### config.mk
export PLATFORM = sky130hd
export DESIGN_NAME = control_unit_flat
export DESIGN_NICKNAME = d
export VERILOG_FILES = /design/src/rtl/control_unit_if.sv /design/src/rtl/control_unit.sv /design/src/flat_wrapper.sv
export SDC_FILE = /design/constraint.sdc
export NUM_CORES = 1
export LEC_CHECK = 0
export ABC_CLOCK_PERIOD_IN_PS = 4650
export BUFFER_PORTS_ARGS = -buffer_cell sky130_fd_sc_hd__buf_4
export CAP_MARGIN = 20
export CORE_MARGIN = 1
export CORE_UTILIZATION = 53
export CTS_CLUSTER_DIAMETER = 120
export DETAILED_ROUTE_END_ITERATION = 12
export PLACE_DENSITY = 0.93
export SETUP_SLACK_MARGIN = 0.02
export SLEW_MARGIN = 20
export SYNTH_ARGS = -nofsm -noshare
export SYNTH_HDL_FRONTEND = slang
export SYNTH_SLANG_ARGS = --single-unit
### constraint.sdc
create_clock -name cu_clk -period 4.65 [get_ports cu_clk]
set_input_delay 1.395 -clock cu_clk [delete_from_list [all_inputs] [get_ports cu_clk]]
set_output_delay 1.395 -clock cu_clk [all_outputs]
set_load 0.03 [all_outputs]
### src/rtl/control_unit_if.sv
// Instruction handshake and datapath control bundle between the sequencer
// (master side, owns the instruction stream and ALU status) and control_unit.
interface control_unit_if #(
  parameter int WORDSIZE = 64
);
  logic                cu_instr_valid;
  logic [31:0]         cu_instruction;
  logic                cu_alu_zero;
  logic                cu_instr_ready;
  logic [4:0]          cu_rf_addr_a;
  logic [4:0]          cu_rf_addr_b;
  logic [4:0]          cu_rf_write_addr;
  logic                cu_rf_write_en;
  logic [WORDSIZE-1:0] cu_immediate;
  logic                cu_mux_0_sel;
  logic                cu_mux_1_sel;
  logic                cu_mux_2_sel;
  logic [2:0]          cu_alu_operation;
  logic                cu_dm_write_en;
  logic                cu_branch_taken;
  logic                cu_illegal;

  modport master (
    output cu_instr_valid, cu_instruction, cu_alu_zero,
    input  cu_instr_ready, cu_rf_addr_a, cu_rf_addr_b, cu_rf_write_addr,
           cu_rf_write_en, cu_immediate, cu_mux_0_sel, cu_mux_1_sel,
           cu_mux_2_sel, cu_alu_operation, cu_dm_write_en, cu_branch_taken,
           cu_illegal
  );

  modport slave (
    input  cu_instr_valid, cu_instruction, cu_alu_zero,
    output cu_instr_ready, cu_rf_addr_a, cu_rf_addr_b, cu_rf_write_addr,
           cu_rf_write_en, cu_immediate, cu_mux_0_sel, cu_mux_1_sel,
           cu_mux_2_sel, cu_alu_operation, cu_dm_write_en, cu_branch_taken,
           cu_illegal
  );
endinterface

### src/rtl/control_unit.sv
// Multi-cycle RV64I subset control unit (ld, sd, addi, add, sub, and, or, beq).
//
// state     | meaning
// ----------+--------------------------------------------------------------
// IDLE      | ready for an instruction; captures it on valid
// DECODE    | fields/selects registered; illegal encodings bail out here
// EXECUTE   | ALU works on registered operands; beq outcome sampled
// MEMORY    | data-memory access (ld read, sd write strobe)
// WRITEBACK | register-file write strobe (suppressed for rd = x0)
//
// All outputs are registered. The instruction class is decided at accept so
// that cu_illegal can be presented during the DECODE cycle itself.
module control_unit #(
  parameter int WORDSIZE = 64
) (
  input  logic        cu_clk,
  input  logic        cu_rst_n,
  control_unit_if.slave cu_bus
);

  typedef enum logic [2:0] {
    S_IDLE,
    S_DECODE,
    S_EXECUTE,
    S_MEMORY,
    S_WRITEBACK
  } state_t;

  typedef enum logic [2:0] {
    K_LD,
    K_SD,
    K_ADDI,
    K_RTYPE,
    K_BEQ,
    K_ILLEGAL
  } kind_t;

  localparam logic [2:0] OP_ADD = 3'b000;
  localparam logic [2:0] OP_SUB = 3'b001;
  localparam logic [2:0] OP_AND = 3'b010;
  localparam logic [2:0] OP_OR  = 3'b011;

  state_t      state;
  kind_t       kind_q;
  logic [2:0]  op_q;
  logic [31:15] hi_q;
  logic [11:7] rd_q;

  kind_t       kind_in;
  logic [2:0]  op_in;
  logic [31:0] ins_q;
  logic [4:0]  rs1_q;
  logic [4:0]  rs2_q;
  logic [WORDSIZE-1:0] imm_i;
  logic [WORDSIZE-1:0] imm_s;
  logic [WORDSIZE-1:0] imm_b;

  logic                ready_r;
  logic [4:0]          addr_a_r;
  logic [4:0]          addr_b_r;
  logic [4:0]          write_addr_r;
  logic                rf_we_r;
  logic [WORDSIZE-1:0] imm_r;
  logic                mux_0_r;
  logic                mux_1_r;
  logic                mux_2_r;
  logic [2:0]          alu_op_r;
  logic                dm_we_r;
  logic                branch_r;
  logic                illegal_r;

  function automatic logic [WORDSIZE-1:0] sext12(input logic [11:0] v);
    return {{(WORDSIZE-12){v[11]}}, v};
  endfunction

  function automatic logic [WORDSIZE-1:0] sext13(input logic [12:0] v);
    return {{(WORDSIZE-13){v[12]}}, v};
  endfunction

  // Classify the incoming instruction word and pick the R-type ALU op.
  always_comb begin
    logic [6:0] opc;
    logic [2:0] f3;
    logic [6:0] f7;
    opc     = cu_bus.cu_instruction[6:0];
    f3      = cu_bus.cu_instruction[14:12];
    f7      = cu_bus.cu_instruction[31:25];
    kind_in = K_ILLEGAL;
    op_in   = OP_ADD;
    case (opc)
      7'b0000011: if (f3 == 3'b011) kind_in = K_LD;
      7'b0100011: if (f3 == 3'b011) kind_in = K_SD;
      7'b0010011: if (f3 == 3'b000) kind_in = K_ADDI;
      7'b1100011: if (f3 == 3'b000) kind_in = K_BEQ;
      7'b0110011: begin
        if (f7 == 7'b0000000) begin
          case (f3)
            3'b000: begin kind_in = K_RTYPE; op_in = OP_ADD; end
            3'b111: begin kind_in = K_RTYPE; op_in = OP_AND; end
            3'b110: begin kind_in = K_RTYPE; op_in = OP_OR;  end
            default: kind_in = K_ILLEGAL;
          endcase
        end else if (f7 == 7'b0100000 && f3 == 3'b000) begin
          kind_in = K_RTYPE;
          op_in   = OP_SUB;
        end
      end
      default: kind_in = K_ILLEGAL;
    endcase
  end

  // Rebuild the captured word (opcode/funct3 are already folded into kind_q)
  // and derive register indices and the three immediate formats.
  always_comb begin
    ins_q = {hi_q, 3'b000, rd_q, 7'b0000000};
    rs1_q = ins_q[19:15];
    rs2_q = ins_q[24:20];
    imm_i = sext12(ins_q[31:20]);
    imm_s = sext12({ins_q[31:25], ins_q[11:7]});
    imm_b = sext13({ins_q[31], ins_q[7], ins_q[30:25], ins_q[11:8], 1'b0});
  end

  // Sequencer FSM with registered control outputs; strobes default low.
  always_ff @(posedge cu_clk or negedge cu_rst_n) begin
    if (!cu_rst_n) begin
      state        <= S_IDLE;
      kind_q       <= K_ILLEGAL;
      op_q         <= OP_ADD;
      hi_q         <= '0;
      rd_q         <= '0;
      ready_r      <= 1'b1;
      addr_a_r     <= '0;
      addr_b_r     <= '0;
      write_addr_r <= '0;
      rf_we_r      <= 1'b0;
      imm_r        <= '0;
      mux_0_r      <= 1'b0;
      mux_1_r      <= 1'b0;
      mux_2_r      <= 1'b0;
      alu_op_r     <= OP_ADD;
      dm_we_r      <= 1'b0;
      branch_r     <= 1'b0;
      illegal_r    <= 1'b0;
    end else begin
      rf_we_r   <= 1'b0;
      dm_we_r   <= 1'b0;
      branch_r  <= 1'b0;
      illegal_r <= 1'b0;
      case (state)
        S_IDLE: begin
          if (cu_bus.cu_instr_valid) begin
            kind_q    <= kind_in;
            op_q      <= op_in;
            hi_q      <= cu_bus.cu_instruction[31:15];
            rd_q      <= cu_bus.cu_instruction[11:7];
            illegal_r <= (kind_in == K_ILLEGAL);
            ready_r   <= 1'b0;
            state     <= S_DECODE;
          end
        end
        S_DECODE: begin
          state <= S_EXECUTE;
          case (kind_q)
            K_LD, K_ADDI: begin
              addr_a_r     <= rs1_q;
              addr_b_r     <= '0;
              write_addr_r <= rd_q;
              imm_r        <= imm_i;
              mux_0_r      <= 1'b0;
              mux_1_r      <= 1'b0;
              mux_2_r      <= (kind_q == K_LD);
              alu_op_r     <= OP_ADD;
            end
            K_SD: begin
              addr_a_r     <= rs2_q;
              addr_b_r     <= rs1_q;
              write_addr_r <= '0;
              imm_r        <= imm_s;
              mux_0_r      <= 1'b1;
              mux_1_r      <= 1'b0;
              mux_2_r      <= 1'b0;
              alu_op_r     <= OP_ADD;
            end
            K_RTYPE: begin
              addr_a_r     <= rs1_q;
              addr_b_r     <= rs2_q;
              write_addr_r <= rd_q;
              imm_r        <= '0;
              mux_0_r      <= 1'b0;
              mux_1_r      <= 1'b1;
              mux_2_r      <= 1'b0;
              alu_op_r     <= op_q;
            end
            K_BEQ: begin
              addr_a_r     <= rs1_q;
              addr_b_r     <= rs2_q;
              write_addr_r <= '0;
              imm_r        <= imm_b;
              mux_0_r      <= 1'b0;
              mux_1_r      <= 1'b1;
              mux_2_r      <= 1'b0;
              alu_op_r     <= OP_SUB;
            end
            default: begin
              state   <= S_IDLE;
              ready_r <= 1'b1;
            end
          endcase
        end
        S_EXECUTE: begin
          case (kind_q)
            K_LD, K_SD: begin
              state   <= S_MEMORY;
              dm_we_r <= (kind_q == K_SD);
            end
            K_RTYPE, K_ADDI: begin
              state   <= S_WRITEBACK;
              rf_we_r <= (write_addr_r != 5'd0);
            end
            default: begin
              // beq resolves here; the outcome shows during the next cycle
              branch_r <= (kind_q == K_BEQ) && cu_bus.cu_alu_zero;
              state    <= S_IDLE;
              ready_r  <= 1'b1;
            end
          endcase
        end
        S_MEMORY: begin
          if (kind_q == K_LD) begin
            state   <= S_WRITEBACK;
            rf_we_r <= (write_addr_r != 5'd0);
          end else begin
            state   <= S_IDLE;
            ready_r <= 1'b1;
          end
        end
        S_WRITEBACK: begin
          state   <= S_IDLE;
          ready_r <= 1'b1;
        end
        default: begin
          state   <= S_IDLE;
          ready_r <= 1'b1;
        end
      endcase
    end
  end

  assign cu_bus.cu_instr_ready   = ready_r;
  assign cu_bus.cu_rf_addr_a     = addr_a_r;
  assign cu_bus.cu_rf_addr_b     = addr_b_r;
  assign cu_bus.cu_rf_write_addr = write_addr_r;
  assign cu_bus.cu_rf_write_en   = rf_we_r;
  assign cu_bus.cu_immediate     = imm_r;
  assign cu_bus.cu_mux_0_sel     = mux_0_r;
  assign cu_bus.cu_mux_1_sel     = mux_1_r;
  assign cu_bus.cu_mux_2_sel     = mux_2_r;
  assign cu_bus.cu_alu_operation = alu_op_r;
  assign cu_bus.cu_dm_write_en   = dm_we_r;
  assign cu_bus.cu_branch_taken  = branch_r;
  assign cu_bus.cu_illegal       = illegal_r;

endmodule

### src/flat_wrapper.sv
// flat-port wrapper written by rule: the top's interface ports become plain ports
module control_unit_flat 
#(
  parameter int WORDSIZE = 64
)
  (cu_clk, cu_rst_n, cu_bus_cu_instr_valid, cu_bus_cu_instruction, cu_bus_cu_alu_zero, cu_bus_cu_instr_ready, cu_bus_cu_rf_addr_a, cu_bus_cu_rf_addr_b, cu_bus_cu_rf_write_addr, cu_bus_cu_rf_write_en, cu_bus_cu_immediate, cu_bus_cu_mux_0_sel, cu_bus_cu_mux_1_sel, cu_bus_cu_mux_2_sel, cu_bus_cu_alu_operation, cu_bus_cu_dm_write_en, cu_bus_cu_branch_taken, cu_bus_cu_illegal);
  control_unit_if #(.WORDSIZE(WORDSIZE)) cu_bus_i ();
  input  logic cu_clk;
  input  logic cu_rst_n;
  input wire logic [$bits(cu_bus_i.cu_instr_valid)-1:0] cu_bus_cu_instr_valid;
  input wire logic [$bits(cu_bus_i.cu_instruction)-1:0] cu_bus_cu_instruction;
  input wire logic [$bits(cu_bus_i.cu_alu_zero)-1:0] cu_bus_cu_alu_zero;
  output wire logic [$bits(cu_bus_i.cu_instr_ready)-1:0] cu_bus_cu_instr_ready;
  output wire logic [$bits(cu_bus_i.cu_rf_addr_a)-1:0] cu_bus_cu_rf_addr_a;
  output wire logic [$bits(cu_bus_i.cu_rf_addr_b)-1:0] cu_bus_cu_rf_addr_b;
  output wire logic [$bits(cu_bus_i.cu_rf_write_addr)-1:0] cu_bus_cu_rf_write_addr;
  output wire logic [$bits(cu_bus_i.cu_rf_write_en)-1:0] cu_bus_cu_rf_write_en;
  output wire logic [$bits(cu_bus_i.cu_immediate)-1:0] cu_bus_cu_immediate;
  output wire logic [$bits(cu_bus_i.cu_mux_0_sel)-1:0] cu_bus_cu_mux_0_sel;
  output wire logic [$bits(cu_bus_i.cu_mux_1_sel)-1:0] cu_bus_cu_mux_1_sel;
  output wire logic [$bits(cu_bus_i.cu_mux_2_sel)-1:0] cu_bus_cu_mux_2_sel;
  output wire logic [$bits(cu_bus_i.cu_alu_operation)-1:0] cu_bus_cu_alu_operation;
  output wire logic [$bits(cu_bus_i.cu_dm_write_en)-1:0] cu_bus_cu_dm_write_en;
  output wire logic [$bits(cu_bus_i.cu_branch_taken)-1:0] cu_bus_cu_branch_taken;
  output wire logic [$bits(cu_bus_i.cu_illegal)-1:0] cu_bus_cu_illegal;
  assign cu_bus_i.cu_instr_valid = cu_bus_cu_instr_valid;
  assign cu_bus_i.cu_instruction = cu_bus_cu_instruction;
  assign cu_bus_i.cu_alu_zero = cu_bus_cu_alu_zero;
  assign cu_bus_cu_instr_ready = cu_bus_i.cu_instr_ready;
  assign cu_bus_cu_rf_addr_a = cu_bus_i.cu_rf_addr_a;
  assign cu_bus_cu_rf_addr_b = cu_bus_i.cu_rf_addr_b;
  assign cu_bus_cu_rf_write_addr = cu_bus_i.cu_rf_write_addr;
  assign cu_bus_cu_rf_write_en = cu_bus_i.cu_rf_write_en;
  assign cu_bus_cu_immediate = cu_bus_i.cu_immediate;
  assign cu_bus_cu_mux_0_sel = cu_bus_i.cu_mux_0_sel;
  assign cu_bus_cu_mux_1_sel = cu_bus_i.cu_mux_1_sel;
  assign cu_bus_cu_mux_2_sel = cu_bus_i.cu_mux_2_sel;
  assign cu_bus_cu_alu_operation = cu_bus_i.cu_alu_operation;
  assign cu_bus_cu_dm_write_en = cu_bus_i.cu_dm_write_en;
  assign cu_bus_cu_branch_taken = cu_bus_i.cu_branch_taken;
  assign cu_bus_cu_illegal = cu_bus_i.cu_illegal;
  control_unit #(.WORDSIZE(WORDSIZE)) u_core (.cu_clk(cu_clk), .cu_rst_n(cu_rst_n), .cu_bus(cu_bus_i));
endmodule
# Word level (Yosys, flattened, before mapping)
# Index checks and enable logic that the tools add are counted.
dict set report classes {
  eq_ne 21
  n_mux 39
  n_reduce_logical 35
}
# cell n
set ops {}
lappend ops {{$pmux W64 S4} 1}
lappend ops {{$mux W3} 10}
lappend ops {{$eq A7 B6 Y1 const B} 3}
lappend ops {{$pmux W5 S2} 2}
lappend ops {{$reduce_and A2 Y1} 8}
lappend ops {{$eq A3 B2 Y1 const B} 5}
lappend ops {{$pmux W3 S5} 1}
lappend ops {{$pmux W5 S3} 1}
lappend ops {{$mux W1} 14}
lappend ops {{$eq A3 B3 Y1 const B} 4}
lappend ops {{$pmux W3 S4} 1}
lappend ops {{$reduce_or A3 Y1} 4}
lappend ops {{$reduce_or A2 Y1} 5}
lappend ops {{$logic_not A3 Y1} 3}
lappend ops {{$pmux W3 S3} 1}
lappend ops {{$ne A2 B2 Y1 const B} 4}
lappend ops {{$pmux W1 S2} 4}
lappend ops {{$reduce_bool A2 Y1} 4}
lappend ops {{$reduce_or A4 Y1} 2}
lappend ops {{$eq A7 B2 Y1 const B} 1}
lappend ops {{$eq A7 B5 Y1 const B} 1}
lappend ops {{$eq A7 B7 Y1 const B} 1}
lappend ops {{$logic_not A7 Y1} 1}
lappend ops {{$eq A3 B1 Y1 const B} 2}
lappend ops {{10 further kinds} 12}
dict set report word_totals {
  regBits 121
  wordCells 113
}

# Depth between registers and ports, before layout
dict set report depth {
  word_depth 8
  ltp_mapped 7
  depth_no_buf 4
}

# Worst setup path after synthesis
# Ideal clock, no wire load.
dict set report synth_path {
  path_type {register to output}
  startpoint {reg, netlist name u_core.cu_bus.cu_immediate[62]}
  endpoint {out cu_bus_cu_immediate[13]}
  arrival_time_ns 1.574
  t_required_ns 3.255
  path_slack_ns 1.681
  stages_incl_launch_ff 2
  path_buffers 1
  path_cell_list {dfrtp_1 buf_4}
}
# item line
set synth_rtl {}
lappend synth_rtl {{end: declaration} flat_wrapper.sv:18} ;# output wire logic [$bits(cu_bus_i.cu_immediate)-1:0] cu_bus_cu_immediate;

==> out/qor.txt <==
Initial antenna violation count: 0
Number of global-route vias before repair: 2434
CTS root buffer: clkbuf_8
Final Skew: 10.6 ps
YS warnings: 0
Die footprint: 0.00675 mm^2
First-pass GRT wire length: 11900 um
Mapped Nets: 393
Post-synth EDFFs: 0
Final Cycle Share: 0.583
Nets: 462
Port buffer count: 124
Met1 usage: 0.317
Filler cells: 460
Startpoint types: register
Post-DP HPWL: 5480 um
Via-to-Cell Ratio: 5.56
Die X: 82.1 um
Run status: completed
Yosys cell types: 49
Average wire per standard cell: 15.6 um
# DRC: 0
Worst VDD drop: 510 uV
Fin area: 0.00418 mm^2
Post-Syn Instances: 357
Clock Latency Late Sink: 340 ps
Total inserted antenna cells: 0
Hold/Removal Path Class: reg2reg
Synthesized area per cell: 9.53 um^2
RSZ-0062 raised after global routing: false
Critical path class: reg2out
Clk slew on worst S/H paths: 70 ps
Seq/Total Area, Yosys: 0.501
Largest cells by area after synthesis: dfrtp_1 48%, buf_4 11%, nand2_1 11%
# setup viols final: 0
Fin Setup TNS: 0 ps
Total track usage: 0.243
CTS resizes: 0
Routability cong.: 0.831
Maxcap violations: 0
Async SR Flop Fraction: 1.00
Ys flop type: dfrtp_1
Initial Utilization: 0.562
Top Usage Layer GRT: met2
WP data arrival: 1320 ps
Fraction of layout instances using a drive strength above 1: 0.353
Met2 usage: 0.398
Worst Path Required: 3250 ps
Post-CTS setup buffers: 0
Max Buffers Root-to-Sink: 2
Cts bufs inserted: 9
Die Height: 82.1 um
Worst slew margin: 0.392
Largest net degree at the start of global routing: 69
H-tree depth: 3
Grt ovf: 0
Most frequent cells in the layout: 126 x buf_4, 101 x nand2_1, 65 x dfrtp_1, 19 x nor2_1, 11 x clkbuf_8
Met3 GRT Util: 0.0473
Number of synthesized register bits: 68
Cts hold-fix bufs: 0
Area delta synth->final: 22.8%
CTS Sinks: 68
Leak pwr: 2.21 nW
Fmax: 369 MHz
Share of the synthesized area in the top cell type: 0.478
ANT nets after route: 0
Max-slew violations: 0
Pre-antenna DRT Iters: 4
Cell taking the most area after synthesis: dfrtp_1
1st-iter DRT viols: 218
Ports: 126
Most common cell after layout, fill and taps aside: buf_4
CP Max Fanout: 52
Slew @ Worst Pin: 904 ps
Cell Area, Placed: 0.00397 mm^2
Pwr dens: 711 mW/mm^2
Routed via count: 2811
Synthesized area: 0.00340 mm^2
Crit. End Element: output port
Row cnt: 28
Final hold violation count: 0
Final wirelength: 7870 um
CTS tree: yes
Final Power: 2.97 mW
Core ar.: 0.00606 mm^2
Minimum clock period: 2710 ps
[flip-flops by register name, indices dropped and copies added, names as in the netlist, 3 cells and up]
signal / cells
u_core.rd_q: 5
u_core.state: 3
u_core.hi_q: 17
u_core.cu_bus.cu_rf_addr_b: 5
u_core.cu_bus.cu_immediate: 13
u_core.cu_bus.cu_rf_write_addr: 5
u_core.kind_q: 3
u_core.cu_bus.cu_rf_addr_a: 5
[stage by stage]
stage	hold slack, ps	setup WS [ps]	std cells	util
detailed placement	462	1860	490	0.654
global placement	455	1980	490	0.654
CTS	480	1900	506	0.688
global route	503	1800	506	0.690
finish	477	1940	506	0.690
floorplan	445	1680	357	-
[path summary, 6_finish.rpt]
kind	from	depth (start not counted)	end	slack (ps)
max in group asynchronous	cu_rst_n	1	u_core.op_q[0]$_DFFE_PN0P_	2960
setup / recovery	u_core.cu_bus.cu_immediate[62]$_DFFE_PN0P_	2	cu_bus_cu_immediate[42]	1940
min in group asynchronous	cu_rst_n	1	u_core.cu_bus.cu_immediate[4]$_DFFE_PN0P_	1140
hold reg to reg	u_core.cu_bus.cu_immediate[2]$_DFFE_PN0P_	2	u_core.cu_bus.cu_immediate[2]$_DFFE_PN0P_	480
hold / removal	u_core.cu_bus.cu_immediate[2]$_DFFE_PN0P_	2	u_core.cu_bus.cu_immediate[2]$_DFFE_PN0P_	480
setup reg to reg	u_core.kind_q[1]$_DFFE_PN0P_	4	u_core.cu_bus.cu_rf_write_addr[1]$_DFFE_PN0P_	2490
[per-layer routing]
layer	vias to the layer above	wire length, um
met5	-	0
met4	0	129
met3	12	788
met2	174	3920
met1	1335	3030
li1	1290	-
[final cells by class]
class / instances / area [um^2] / share of cell area
Clock buffer: 13 / 159 / 0.0380
Sequential cell: 68 / 1710 / 0.408
Tap cell: 75 / 93.8 / 0.0225
Multi-Input combinational cell: 220 / 1230 / 0.293
Clock inverter: 3 / 45.0 / 0.0108
Inverter: 1 / 3.75 / 0.000898
Timing Repair Buffer: 126 / 946 / 0.226
[synthesized netlist by cell type, types with 4 or more instances]
cell type  number
a21oi_1         9
nor2_1         19
a221o_1         6
o21ai_0         7
a22o_1          8
clkbuf_1        4
nand3_1         7
dfrtp_1        65
and3_1          7
a32oi_1         4
mux2i_1         6
buf_4          52
nand2_1       101
and3b_1         4
buf_2           8
buf_6           4
[cell families after synthesis]
group	Yosys count	share of synthesized area
and+or+nand+nor	161	0.218
other	1	0.00110
buffers and inverters	69	0.145
muxes	7	0.0217
AOI/OAI and AO/OA	50	0.110
DFF	68	0.501
xor gates and xnor gates	1	0.00257
[critical path, stage by stage, from the launching register on]
cell and delay, ps:
dfrtp_1 350, buf_4 380, buf_4 240
[report_power, final]
group	switching, mW	internal (mW)
sequential	0.155	0.783
combinational	0.998	0.539
clock	0.218	0.277
Note: power is estimated with default switching activity, not from simulation.
